**src/rtl/ifetch_unit.sv**
```systemverilog
// Instruction fetch stage: issues 1-cycle-latency imem reads and buffers {word, pc} for decode.
// Optional performance counters are built when IFETCH_PERF_EN is defined.
module ifetch_unit #(
  parameter int AW    = 32,
  parameter int IW    = 32,
  parameter int DEPTH = 2
) (
  input  logic          clock,
  input  logic          reset,
  input  logic [AW-1:0] i_pc,
  output logic          o_pc_incr,
  output logic          o_imem_req,
  output logic [AW-1:0] o_imem_addr,
  input  logic [IW-1:0] i_imem_rdata,
  input  logic          i_flush,
  output logic          o_inst_valid,
  input  logic          i_inst_ready,
  output logic [IW-1:0] o_inst_out,
  output logic [AW-1:0] o_inst_pc
`ifdef IFETCH_PERF_EN
  ,
  output logic [31:0]   o_perf_fetch_cnt,
  output logic [31:0]   o_perf_stall_cnt
`endif
);

  localparam int PW = (DEPTH > 1) ? $clog2(DEPTH) : 1;
  localparam int CW = PW + 1;
  localparam int EW = IW + AW;
  localparam logic [CW:0] DEPTH_V = (CW+1)'(DEPTH);

  typedef enum logic {S_RUN, S_FLUSH} state_t;

  state_t        r_state;
  logic          r_inflight;
  logic [AW-1:0] r_req_pc;
  logic [PW-1:0] r_wr_ptr;
  logic [PW-1:0] r_rd_ptr;
  logic [CW-1:0] r_count;
  logic [EW-1:0] r_head;
  logic [EW-1:0] r_mem [DEPTH];

  logic [CW:0]   w_occ;
  logic          w_room;
  logic          w_req;
  logic          w_push;
  logic          w_pop;
  logic [EW-1:0] w_push_data;
  logic [PW-1:0] w_rd_next;
  logic [CW-1:0] w_cnt_after_pop;
  logic [CW-1:0] w_cnt_next;
  logic          w_head_is_push;

  // A slot stays reserved for the read in flight, so the FIFO can never overflow.
  assign w_occ  = {1'b0, r_count} + {{CW{1'b0}}, r_inflight};
  assign w_room = w_occ < DEPTH_V;
  assign w_req  = !reset && (r_state == S_RUN) && w_room && !i_flush;

  assign o_imem_req  = w_req;
  assign o_pc_incr   = w_req;
  assign o_imem_addr = i_pc;

  assign w_push          = r_inflight && !i_flush;
  assign w_pop           = o_inst_valid && i_inst_ready;
  assign w_push_data     = {i_imem_rdata, r_req_pc};
  assign w_rd_next       = w_pop ? r_rd_ptr + PW'(1) : r_rd_ptr;
  assign w_cnt_after_pop = r_count - CW'(w_pop);
  assign w_cnt_next      = w_cnt_after_pop + CW'(w_push);
  assign w_head_is_push  = w_push && (w_cnt_after_pop == '0);

  assign o_inst_valid = (r_count != '0);
  assign o_inst_out   = r_head[EW-1:AW];
  assign o_inst_pc    = r_head[AW-1:0];

  always_ff @(posedge clock) begin
    if (w_push) r_mem[r_wr_ptr] <= w_push_data;
  end

  // The head register is refreshed only while the FIFO holds data, so an empty FIFO keeps the last word visible.
  always_ff @(posedge clock or posedge reset) begin
    if (reset) begin
      r_state    <= S_RUN;
      r_inflight <= 1'b0;
      r_req_pc   <= '0;
      r_wr_ptr   <= '0;
      r_rd_ptr   <= '0;
      r_count    <= '0;
      r_head     <= '0;
    end else begin
      r_inflight <= w_req;
      if (w_req) r_req_pc <= i_pc;
      if (i_flush) begin
        r_state  <= S_FLUSH;
        r_wr_ptr <= '0;
        r_rd_ptr <= '0;
        r_count  <= '0;
      end else begin
        r_state  <= S_RUN;
        r_count  <= w_cnt_next;
        r_rd_ptr <= w_rd_next;
        if (w_push) r_wr_ptr <= r_wr_ptr + PW'(1);
        if (w_cnt_next != '0)
          r_head <= w_head_is_push ? w_push_data : r_mem[w_rd_next];
      end
    end
  end

`ifdef IFETCH_PERF_EN
  always_ff @(posedge clock or posedge reset) begin
    if (reset) begin
      o_perf_fetch_cnt <= '0;
      o_perf_stall_cnt <= '0;
    end else begin
      if (w_push) o_perf_fetch_cnt <= o_perf_fetch_cnt + 32'd1;
      if (r_state == S_RUN && !i_flush && !w_room)
        o_perf_stall_cnt <= o_perf_stall_cnt + 32'd1;
    end
  end
`endif

endmodule

```
**config.mk**
```make
export PLATFORM = sky130hd
export DESIGN_NAME = ifetch_unit
export DESIGN_NICKNAME = d
export VERILOG_FILES = /design/src/rtl/ifetch_unit.sv
export SDC_FILE = /design/constraint.sdc
export NUM_CORES = 1
export LEC_CHECK = 0
export ABC_CLOCK_PERIOD_IN_PS = 4620
export CORE_MARGIN = 4
export CORE_UTILIZATION = 52
export DETAILED_ROUTE_END_ITERATION = 6
export PLACE_DENSITY = 0.79
export SKIP_LAST_GASP = 1
export SYNTH_ARGS = -nofsm -noshare
export SYNTH_HDL_FRONTEND = slang
export SYNTH_SLANG_ARGS = --single-unit
```
**constraint.sdc**
```tcl
create_clock -name clock -period 4.62 [get_ports clock]
set_input_delay 0.924 -clock clock [delete_from_list [all_inputs] [get_ports clock]]
set_output_delay 0.924 -clock clock [all_outputs]
set_load 0.05 [all_outputs]
```
### Word level (Yosys, flattened, before mapping)

Memory sizes are Yosys's and may differ from the RTL's.
Cells that the tools add are included.

* bits in registers: 102
* bits of input ports: 68
* bits in writable memories: 128
* memories: 1
* output and inout port bits: 99
* word-level logic and storage cells: 38

Memory list
* r_mem: depth 2, width 64, read ports 1, clocked after memory_dff 0, wr ports 1, RTL line 41 `logic [EW-1:0] r_mem [DEPTH];`

* reduce and logical (&&, ||, !) cells: 13
* muxes and demuxes: 9
* add/subtract/negate cells: 5
* $lt $le $gt $ge: 1
* bitwise operators: 2

Operator list (number)
* $mux 64: 1
* $mux 1: 7
* $logic_and 1x1->1: 6
* $reduce_bool 2->1: 3
* $add 2x1->3: 1
* $lt 3x2->1 const B: 1
* $add 1x1->1 const B: 2
* $add 2x1->2: 1
* $logic_not 1->1: 2
* $logic_not 2->1: 1
* $mux 2: 1
* $not 1->1: 2
* $reduce_and 2->1: 1
* $sub 2x1->2: 1

### Logic depth before layout (Yosys ltp)

Gate-level depths: netlist of the first run.

* depth after elaboration: 6
* mapped depth: 10
* depth with buffers taken out: 8

### Least setup slack after synthesis of the first run

No wires, ideal clock.

* kind: input -> register
* from: in i_flush
* to: mem r_mem[0][0] (netlist bit), enable pin
* library setup time: 0.494 ns
* path buffers: 0
* data arrival time: 4.017 ns
* path slack: 0.109 ns
* stages on the path: 2
* data required time: 4.126 ns
* cell sequence: nor2b_1 -> nor2b_1

* word-level cells in the longest chain between the ends: 4

RTL lines
* start: declaration: RTL line 15 `input logic i_flush,`
* $logic_not 1->1: RTL line 63 `assign w_push = r_inflight && !i_flush;`
* $logic_and 1x1->1: RTL line 63
* $mux 1: RTL line 76 `if (w_push) r_mem[r_wr_ptr] <= w_push_data;`
* $mux 1 (not written as such): RTL line 76
* end: declaration: RTL line 41

No other way between the ends.

### Worst setup path after layout of the first run

* from: in i_flush
* to: reg r_head[15]

* word-level cells in the longest chain between the ends: 5
* elaborated cells on any way between the ends: 8
* those cells by class: add/sub: 1; mux: 1; bitwise: 1; reduce/logical: 5

RTL lines
* $logic_not 1->1: RTL line 63
* $logic_and 1x1->1: RTL line 63
* $add 2x1->2: RTL line 68 `assign w_cnt_next = w_cnt_after_pop + CW'(w_push);`
* $reduce_bool 2->1: RTL line 102 `if (w_cnt_next != '0)`
* $reduce_and 2->1 (no source line)
* end signal: assignment: RTL line 103 `r_head <= w_head_is_push ? w_push_data : r_mem[w_rd_next];`
* end: declaration: RTL line 40 `logic [EW-1:0] r_head;`

Parallel ways exist; a longest one is shown, timed or not.
A chain may end at the register's enable or synchronous reset.

==> results.yml, run 1 <==
status:
  run_status: "finished clean"
critical_path:
  crit_path_end_kind: "flip-flop"
  crit_type: "primary input to flip-flop"
  arrival_ns: 4.31
  worst_r2r_startpoint: "r_count[1]"
  cp-start-kind: "primary input"
  timing.rr.end: "r_head[15]"
  cp-endpoint: "r_head[15]"
  required_ns: 5.01
  crit_start: "i_flush"
  reg2reg_depth: 8
  crit_fanout: 65
  regToRegSetupSlack_ns: 0.99
timing:
  fin_crit_sh: 0.8477
  min_period_ns: 3.916
  tightest_slew_ns: 1.090
  hold_slack_ns: 0.4900
  final.setup.tns_ns: 0
  setup_viol: 0
  clock_skew_ns: 0.008531
  slew_viol_final: 0
  setup_slack_ns: 0.7038
  slew-limit-headroom: 0.2734
  max_freq_mhz: 255.3
  rsz0062_at_grt: "no"
  hold_violations: 0
detailed_routing:
  via_per_inst: 5.766
  drtPass1Iterations: 7
  vias: 5697
  antenna_left: 0
  drcViolationCount: 0
  wl_per_cell_um: 20.55
  dr.first_iter.drc_count: 275
  routed_wl_um: 20300
clock_network:
  post_cts_buffers: 0
  ctsLongestPathBuffers: 3
  cts_root_buf: "clkbuf_16"
  cts_max_level: 1
  cts_tree: "yes"
  cts-hold-fix-buffers: 0
  cts_sinks: 230
  clk_pin_slew_worst_paths_ns: 0.06
  cts_resized: 0
  insertion_delay_ns: 0.49
  cts_buffers: 23
grt:
  grt_max_degree: 84
  grt_pass1_vias: 6088
  grt_use_total: 0.2050
  antenna_found_initial: 1
  overflow: 0
  grt_pass1_wl_um: 32580
synth:
  yosysWarnings: 0
  ys_top_cells_by_area: "edfxtp_1, dfrtp_1, mux2i_1, o211ai_1, nand4_1"
  netlist.area_leader.share: 0.4163
  synth_top_area_cell: "edfxtp_1"
  synth_cell_types: 28
  synth.avg_cell_area_um2: 14.85
  synth-seq-cells: 230
  synth_edf_count: 128
  ys_seq_area_frac: 0.6927
  syn_nets: 692
  ys_dominant_reg_cell: "edfxtp_1"
  async_flop_share: 0.4435
  synthesis.area_um2: 9234
  syn_inst: 622
floorplanning:
  die_y_um: 141.3
  die_w_um: 141.3
  ios: 167
  design.core.area_um2: 17360
  die_area_um2: 19950
  rows: 48
  initial_core_util: 0.5320
power_and_ir_drop:
  powerDensity_nw_per_um2: 669.3
  total_power_mw: 7.718
  peakVddDrop_mv: 0.3815
  leakage_nw: 4.561
placement:
  dp_hpwl_um: 12080
  post_dp_cell_area_um2: 10780
  port_buffers: 166
  place_ws_ns: 0.1865
  gp_congestion: 0.7508
  dp_cells: 947
finish:
  fin_nets: 817
  drive_gt1_frac: 0.1142
  final_common_cell: "clkdlybuf4s50_1"
  mostFrequentLayoutCells: "clkdlybuf4s50_1, edfxtp_1, dfrtp_1, nand2_1"
  fillCellCount: 1191
  utilization: 0.6644
  instances_no_fill: 988
  syn2layout_area_growth_pct: 24.88
  finish.instance_area_um2: 11530
min_path:
  hold_path_class: "flip-flop to flip-flop"
  hold_depth: 0
job:
  drv_cap: 0
[synthesized netlist by cell type, drive strengths merged, types with 2 or more instances]
cell type / number
buf: 68
or2: 2
nand4: 64
mux2: 32
nor2: 2
nand3: 2
dfrtp: 102
nor2b: 3
inv: 5
and2: 2
edfxtp: 128
o211ai: 64
ha: 2
nand2: 66
xnor2: 3
mux2i: 64
clkbuf: 8
[routing by layer]
layer | GRT usage | wire (µm) | up-vias
met2 | 0.3439 | 10090 | 222
met4 | 0.05864 | 405 | 0
li1 | - | - | 2577
met3 | 0.04011 | 1414 | 38
met1 | 0.2757 | 8393 | 2860
met5 | 0 | 0 | -
[flip-flops by register name, summed over array words and instances, names as in the netlist]
register and flops:
r_mem 128, r_inflight 1, r_rd_ptr 1, r_req_pc 32, r_state 1, r_wr_ptr 1
r_count 2, r_head 64
[report_power, final]
group          internal [mW]  switching [mW]
registers               2.66           0.301
clock network           1.11           0.725
logic                   1.02            1.90
[worst max-delay path, cell delays in order]
cell	delay (ns)
clkdlybuf4s50_1	0.54
nor2b_1	0.34
ha_1	0.24
xor3_2	0.23
or2_4	0.72
nand3_4	0.82
o211ai_1	0.44
[worst min path at each step]
stage | from | to | slack [ns]
after global routing | r_req_pc[23] | r_mem[0][23] | 0.50
after floorplan | r_req_pc[10] | r_mem[0][10] | 0.46
final | r_req_pc[3] | r_mem[1][3] | 0.49
after global placement | r_req_pc[13] | r_mem[0][13] | 0.47
after detailed placement | r_req_pc[3] | r_mem[0][3] | 0.48
after CTS | r_req_pc[3] | r_mem[1][3] | 0.49
[cells by family after synthesis]
group / after synthesis / synth area share
xor gates and xnor gates: 4 / 0.005556
adders and majority gates: 2 / 0.002710
AOI/OAI and AO/OA: 66 / 0.05379
buffers and inverters: 81 / 0.05705
muxes: 96 / 0.1084
and+or+nand+nor: 143 / 0.07981
DFF: 230 / 0.6927
[layout make-up]
| type | count | area (µm²) | share of cell area |
|---|---|---|---|
| Multi-Input combinational cell | 311 | 2340 | 0.2029 |
| Inverter | 5 | 21.27 | 0.001845 |
| Sequential cell | 230 | 6396 | 0.5547 |
| Clock inverter | 10 | 123.9 | 0.01074 |
| Clock buffer | 30 | 621.8 | 0.05393 |
| Timing Repair Buffer | 176 | 1744 | 0.1513 |
| Antenna cell | 1 | 2.502 | 0.0002170 |
| Tap cell | 225 | 281.5 | 0.02441 |
Note: power is estimated with default switching activity, not from simulation.
==> inputs of run 2 (changes only) <==
--- a/config.mk
+++ b/config.mk
@@ -5,7 +5,7 @@
 export SDC_FILE = /design/constraint.sdc
 export NUM_CORES = 1
 export LEC_CHECK = 0
-export ABC_CLOCK_PERIOD_IN_PS = 4620
+export ABC_CLOCK_PERIOD_IN_PS = 4090
 export CORE_MARGIN = 4
 export CORE_UTILIZATION = 52
 export DETAILED_ROUTE_END_ITERATION = 6
==> constraint.sdc (replaced) <==
create_clock -name clock -period 4.09 [get_ports clock]
set_input_delay 0.818 -clock clock [delete_from_list [all_inputs] [get_ports clock]]
set_output_delay 0.818 -clock clock [all_outputs]
set_load 0.05 [all_outputs]
==> run 2 against run 1 <==
Compared with the run above:
- sequential cell count stayed put
- wire length is 1.7% higher
- critical path type unchanged
- global-route usage is 0.39 points higher
- combinational power is 14% higher
- via count is 2.0% higher
- sequential share of layout area is 0.28 points lower
- cell count is 0.10% higher
- setup slack better by 0.34 ns
==> results.yml, run 2 (synthesis results as in run 1) <==
floorplanning:
  design.core.area_um2: 17360
  rows: 48
  die_w_um: 141.3
  ios: 167
  initial_core_util: 0.5320
  die_area_um2: 19950
  die_y_um: 141.3
grt:
  overflow: 0
  antenna_found_initial: 0
  grt_use_total: 0.2089
  grt_pass1_vias: 6295
  grt_pass1_wl_um: 33550
  grt_max_degree: 78
timing:
  final.setup.tns_ns: 0
  max_freq_mhz: 327.9
  rsz0062_at_grt: "no"
  hold_slack_ns: 0.4932
  setup_slack_ns: 1.040
  tightest_slew_ns: 1.024
  slew-limit-headroom: 0.3173
  hold_violations: 0
  clock_skew_ns: 0.01651
  slew_viol_final: 0
  setup_viol: 0
  fin_crit_sh: 0.7456
  min_period_ns: 3.050
finish:
  regArea_um2: 6396
  fillCellCount: 1208
  utilization: 0.6677
  multi_input_area_um2: 2337
  reg.largest.list: "r_mem: 128 flops, r_head: 64 flops, r_req_pc: 32 flops"
  finish.instance_area_um2: 11590
  mostFrequentLayoutCells: "clkdlybuf4s50_1, edfxtp_1, dfrtp_1, nand2_1"
  drive_gt1_frac: 0.1204
  insertedDiodeCount: 0
  fin_nets: 818
  final_common_cell: "clkdlybuf4s50_1"
  largest_register_ffs: 128
  instances_no_fill: 989
  syn2layout_area_growth_pct: 25.50
  largest-register: "r_mem"
detailed_routing:
  routed_wl_um: 20640
  dr.first_iter.drc_count: 409
  antenna_left: 0
  vias: 5812
  wl_per_cell_um: 20.87
  drcViolationCount: 0
  via_per_inst: 5.877
  drtPass1Iterations: 5
clock_network:
  insertion_delay_ns: 0.50
  cts_sinks: 230
  ctsLongestPathBuffers: 3
  cts-hold-fix-buffers: 0
  cts_resized: 0
  cts_buffers: 23
  cts_root_buf: "clkbuf_16"
  clk_pin_slew_worst_paths_ns: 0.06
  cts_tree: "yes"
  cts_max_level: 1
  post_cts_buffers: 0
placement:
  port_buffers: 166
  gp_congestion: 0.7338
  dp_cells: 948
  dp_hpwl_um: 12130
  post_dp_cell_area_um2: 10850
  place_ws_ns: 0.5248
critical_path:
  crit_type: "primary input to flip-flop"
  worst_r2r_startpoint: "r_count[1]"
  cpMostUsedCell: "ha_1"
  arrival_ns: 3.39
  path_cells: "clkdlybuf4s50_1, o21a_1, ha_1, inv_1, ha_1, xor3_2, or2_4, nand3_4, buf_4, o211ai_1"
  cp-start-kind: "primary input"
  cp_top_family: "buffers and inverters"
  slowest_stage: "clkdlybuf4s50_1"
  crit_path_max_incr_delay_ns: 0.45
  critical_path_buf_inv_count: 3
  crit_start: "i_inst_ready"
  crit_fanout: 36
  required_ns: 4.43
  crit_path_end_kind: "flip-flop"
power_and_ir_drop:
  peakVddDrop_mv: 0.5537
  pwr-share-clk: 0.233
  combPwrFrac: 0.382
  seqPwrFrac: 0.384
  total_power_mw: 8.715
  leakage_nw: 4.582
  cellInternalPower_mw: 5.375
  p_sw_mw: 3.339
  powerDensity_nw_per_um2: 752.0
  switching_share: 0.3832
min_path:
  worstHoldStart: "r_req_pc[9]"
  hold_path_class: "flip-flop to flip-flop"
status:
  run_status: "finished clean"
job:
  drv_cap: 0
## run 2: cell types whose count changed in the layout (fill, tap and decap cells not counted), moves of 3 or more
| cell | before | now |
|---|---|---|
| buf_12 | 1 | 6 |
| buf_4 | 11 | 7 |
| clkbuf_8 | 2 | 5 |
| clkinv_1 | 4 | 0 |
## run 2: power by group through the flow
| stage | Combinational, mW | Sequential, mW | Clock [mW] |
|---|---|---|---|
| floorplan | 1.38 | 4.31 | 0 |
| global placement | 3.28 | 3.36 | 0 |
| detailed placement | 3.35 | 3.39 | 0 |
| CTS | 3.36 | 3.35 | 2.07 |
| global route | 3.53 | 3.41 | 2.18 |
| finish | 3.33 | 3.35 | 2.03 |
## run 2: final timing paths
path | cells after the start | endpoint | slack [ns]
max | 10 | r_head[59] | 1.04
min | 0 | r_mem[1][9] | 0.49
max reg2reg | 9 | r_head[59] | 1.24
min reg2reg | 0 | r_mem[1][9] | 0.49
max in group asynchronous | 3 | r_req_pc[20] | 2.29
min in group asynchronous | 2 | r_req_pc[7] | 0.97
## run 2: cell type report
class,instances,area share
well taps,225,0.02429
clock buffers,33,0.05722
flip-flops and latches,230,0.5519
multi-input cells,311,0.2017
clock inverters,8,0.006478
repair buffers,177,0.1566
inverters,5,0.001835
## run 2: per-layer routing
metal	track usage	vias to the layer above	wire length (µm)
met1	0.2780	2954	8427
met3	0.03606	31	1388
li1	-	2587	-
met4	0.05303	0	383
met5	0	-	0
met2	0.3602	240	10440
==> inputs of run 3 (changes only) <==
--- a/config.mk
+++ b/config.mk
@@ -5,7 +5,7 @@
 export SDC_FILE = /design/constraint.sdc
 export NUM_CORES = 1
 export LEC_CHECK = 0
-export ABC_CLOCK_PERIOD_IN_PS = 4090
+export ABC_CLOCK_PERIOD_IN_PS = 3100
 export CORE_MARGIN = 4
 export CORE_UTILIZATION = 52
 export DETAILED_ROUTE_END_ITERATION = 6
==> constraint.sdc (replaced) <==
create_clock -name clock -period 3.1 [get_ports clock]
set_input_delay 0.62 -clock clock [delete_from_list [all_inputs] [get_ports clock]]
set_output_delay 0.62 -clock clock [all_outputs]
set_load 0.05 [all_outputs]
==> run 3 against run 2 <==
Compared with the run above:
- sequential power is 31% higher
- setup slack got worse by 0.56 ns
- critical path depth is 8 lower
- first-iteration DRC count is 18% lower
- sequential cell count is the same
- worst hold slack improved by 0.0018 ns
- via count grew 0.36%
- non-clock buffer count rose by 12
- critical endpoint is now o_inst_valid
- largest cell class unchanged
==> results.yml, run 3 (synthesis results as in run 1) <==
clock_network:
  cts_max_level: 1
  cts_root_buf: "clkbuf_16"
  cts_resized: 0
  post_cts_buffers: 0
  cts_buffers: 23
  ctsLongestPathBuffers: 3
  clk_pin_slew_worst_paths_ns: 0.06
  cts_tree: "yes"
  insertion_delay_ns: 0.50
  cts-hold-fix-buffers: 0
  cts_sinks: 230
finish:
  finish.instance_area_um2: 11770
  syn2layout_area_growth_pct: 27.49
  fin_nets: 830
  final_common_cell: "clkdlybuf4s50_1"
  reg.largest.list: "r_mem: 128 flops, r_head: 64 flops, r_req_pc: 32 flops"
  drive_gt1_frac: 0.1327
  instances_no_fill: 1001
  largest-register: "r_mem"
  insertedDiodeCount: 0
  largest_register_ffs: 128
  mostFrequentLayoutCells: "clkdlybuf4s50_1, edfxtp_1, dfrtp_1, nand2_1"
critical_path:
  slowest_stage: "clkdlybuf4s50_1"
  critical_path_buf_inv_count: 1
  regToRegSetupSlack_ns: 0.58
  timing.rr.end: "r_head[58]"
  required_ns: 2.48
  crit_path_max_incr_delay_ns: 0.71
  worst_r2r_startpoint: "r_count[1]"
  cp_top_family: "buffers and inverters"
  crit_path_end_kind: "output port"
  path_cells: "or2_2, clkdlybuf4s50_1"
  crit_type: "flip-flop to output port"
  reg2reg_depth: 9
  crit_fanout: 5
  arrival_ns: 2.00
  cp-start-kind: "flip-flop"
timing:
  hold_violations: 0
  final.setup.tns_ns: 0
  fin_crit_sh: 0.8458
  slew_viol_final: 0
  min_period_ns: 2.622
  max_freq_mhz: 381.4
  slew-limit-headroom: 0.4767
  rsz0062_at_grt: "no"
  setup_viol: 0
  tightest_slew_ns: 0.7850
  clock_skew_ns: 0.01403
grt:
  grt_pass1_vias: 6335
  grt_use_total: 0.2115
  antenna_found_initial: 0
  overflow: 0
  grt_max_degree: 60
  grt_pass1_wl_um: 33600
min_path:
  hold_end: "r_mem[1][28]"
  hold_path_class: "flip-flop to flip-flop"
  hold_depth: 0
  worstHoldStart: "r_req_pc[28]"
power_and_ir_drop:
  leakage_nw: 4.677
  total_power_mw: 11.71
  powerDensity_nw_per_um2: 994.8
  peakVddDrop_mv: 0.8212
detailed_routing:
  wl_per_cell_um: 20.78
  drtPass1Iterations: 4
  dr.first_iter.drc_count: 335
  antenna_left: 0
  routed_wl_um: 20800
  drcViolationCount: 0
  vias: 5833
  via_per_inst: 5.827
floorplanning:
  die_area_um2: 19950
  rows: 48
  ios: 167
  initial_core_util: 0.5320
  design.core.area_um2: 17360
  die_w_um: 141.3
  die_y_um: 141.3
placement:
  dp_hpwl_um: 12990
  port_buffers: 166
  post_dp_cell_area_um2: 10990
  gp_congestion: 0.7948
  dp_cells: 960
status:
  run_status: "finished clean"
job:
  drv_cap: 0
## run 3: changes by cell type in the layout (fill, tap and decap cells not counted), moves of 2 or more
cell	change
bufinv_16	+3
clkbuf_8	-3
buf_12	+4
buf_4	+8
clkbuf_1	-3
inv_6	-2
clkinv_1	+5
## run 3: cell type report
cell class	count	area (µm²)
fillers	1199	5584
flip-flops and latches	230	6396
clock buffers	27	610.6
well taps	225	281.5
clock inverters	14	167.7
inverters	5	22.52
repair buffers	189	1954
multi-input cells	311	2340
## run 3: routing by layer
metal,track usage,part of all wire,wire length (µm),vias up
li1,-,-,-,2597
met1,0.2775,0.40,8392,2978
met2,0.3612,0.50,10440,224
met3,0.03809,0.070,1457,34
met4,0.06731,0.024,502,0
met5,0,0,0,-
## run 3: worst max path at each step
stage | startpoint | to | slack [ns] | cells past startpoint
2_1_floorplan | i_flush | r_mem[0][0] | 0.11 | 2
3_3_place_gp | i_inst_ready | r_head[38] | 0.12 | 10
3_5_place_dp | i_inst_ready | r_head[53] | 0.04 | 10
4_1_cts | r_count[1] | o_inst_valid | 0.47 | 2
5_1_grt | i_flush | o_imem_req | 0.41 | 6
6_report | r_count[1] | o_inst_valid | 0.48 | 2
## run 3: metrics by stage
stage | setup slack, ns | util | hold slack [ns]
finish | 0.4779 | 0.6783 | 0.4951
global route | 0.4064 | 0.6783 | 0.5128
CTS | 0.4726 | 0.6783 | 0.4944
detailed placement | 0.04467 | 0.6334 | 0.4783
global placement | 0.1247 | 0.6334 | 0.4718
floorplan | 0.1097 | - | 0.4579
## run 3: where the power goes
part	switching, mW	total, mW	internal (mW)	leakage, nW
Clock	1.09	2.82	1.73	0.384
Combinational	2.87	4.49	1.62	1.88
Sequential	0.445	4.40	3.96	2.41
Total	4.41	11.7	7.31	4.68
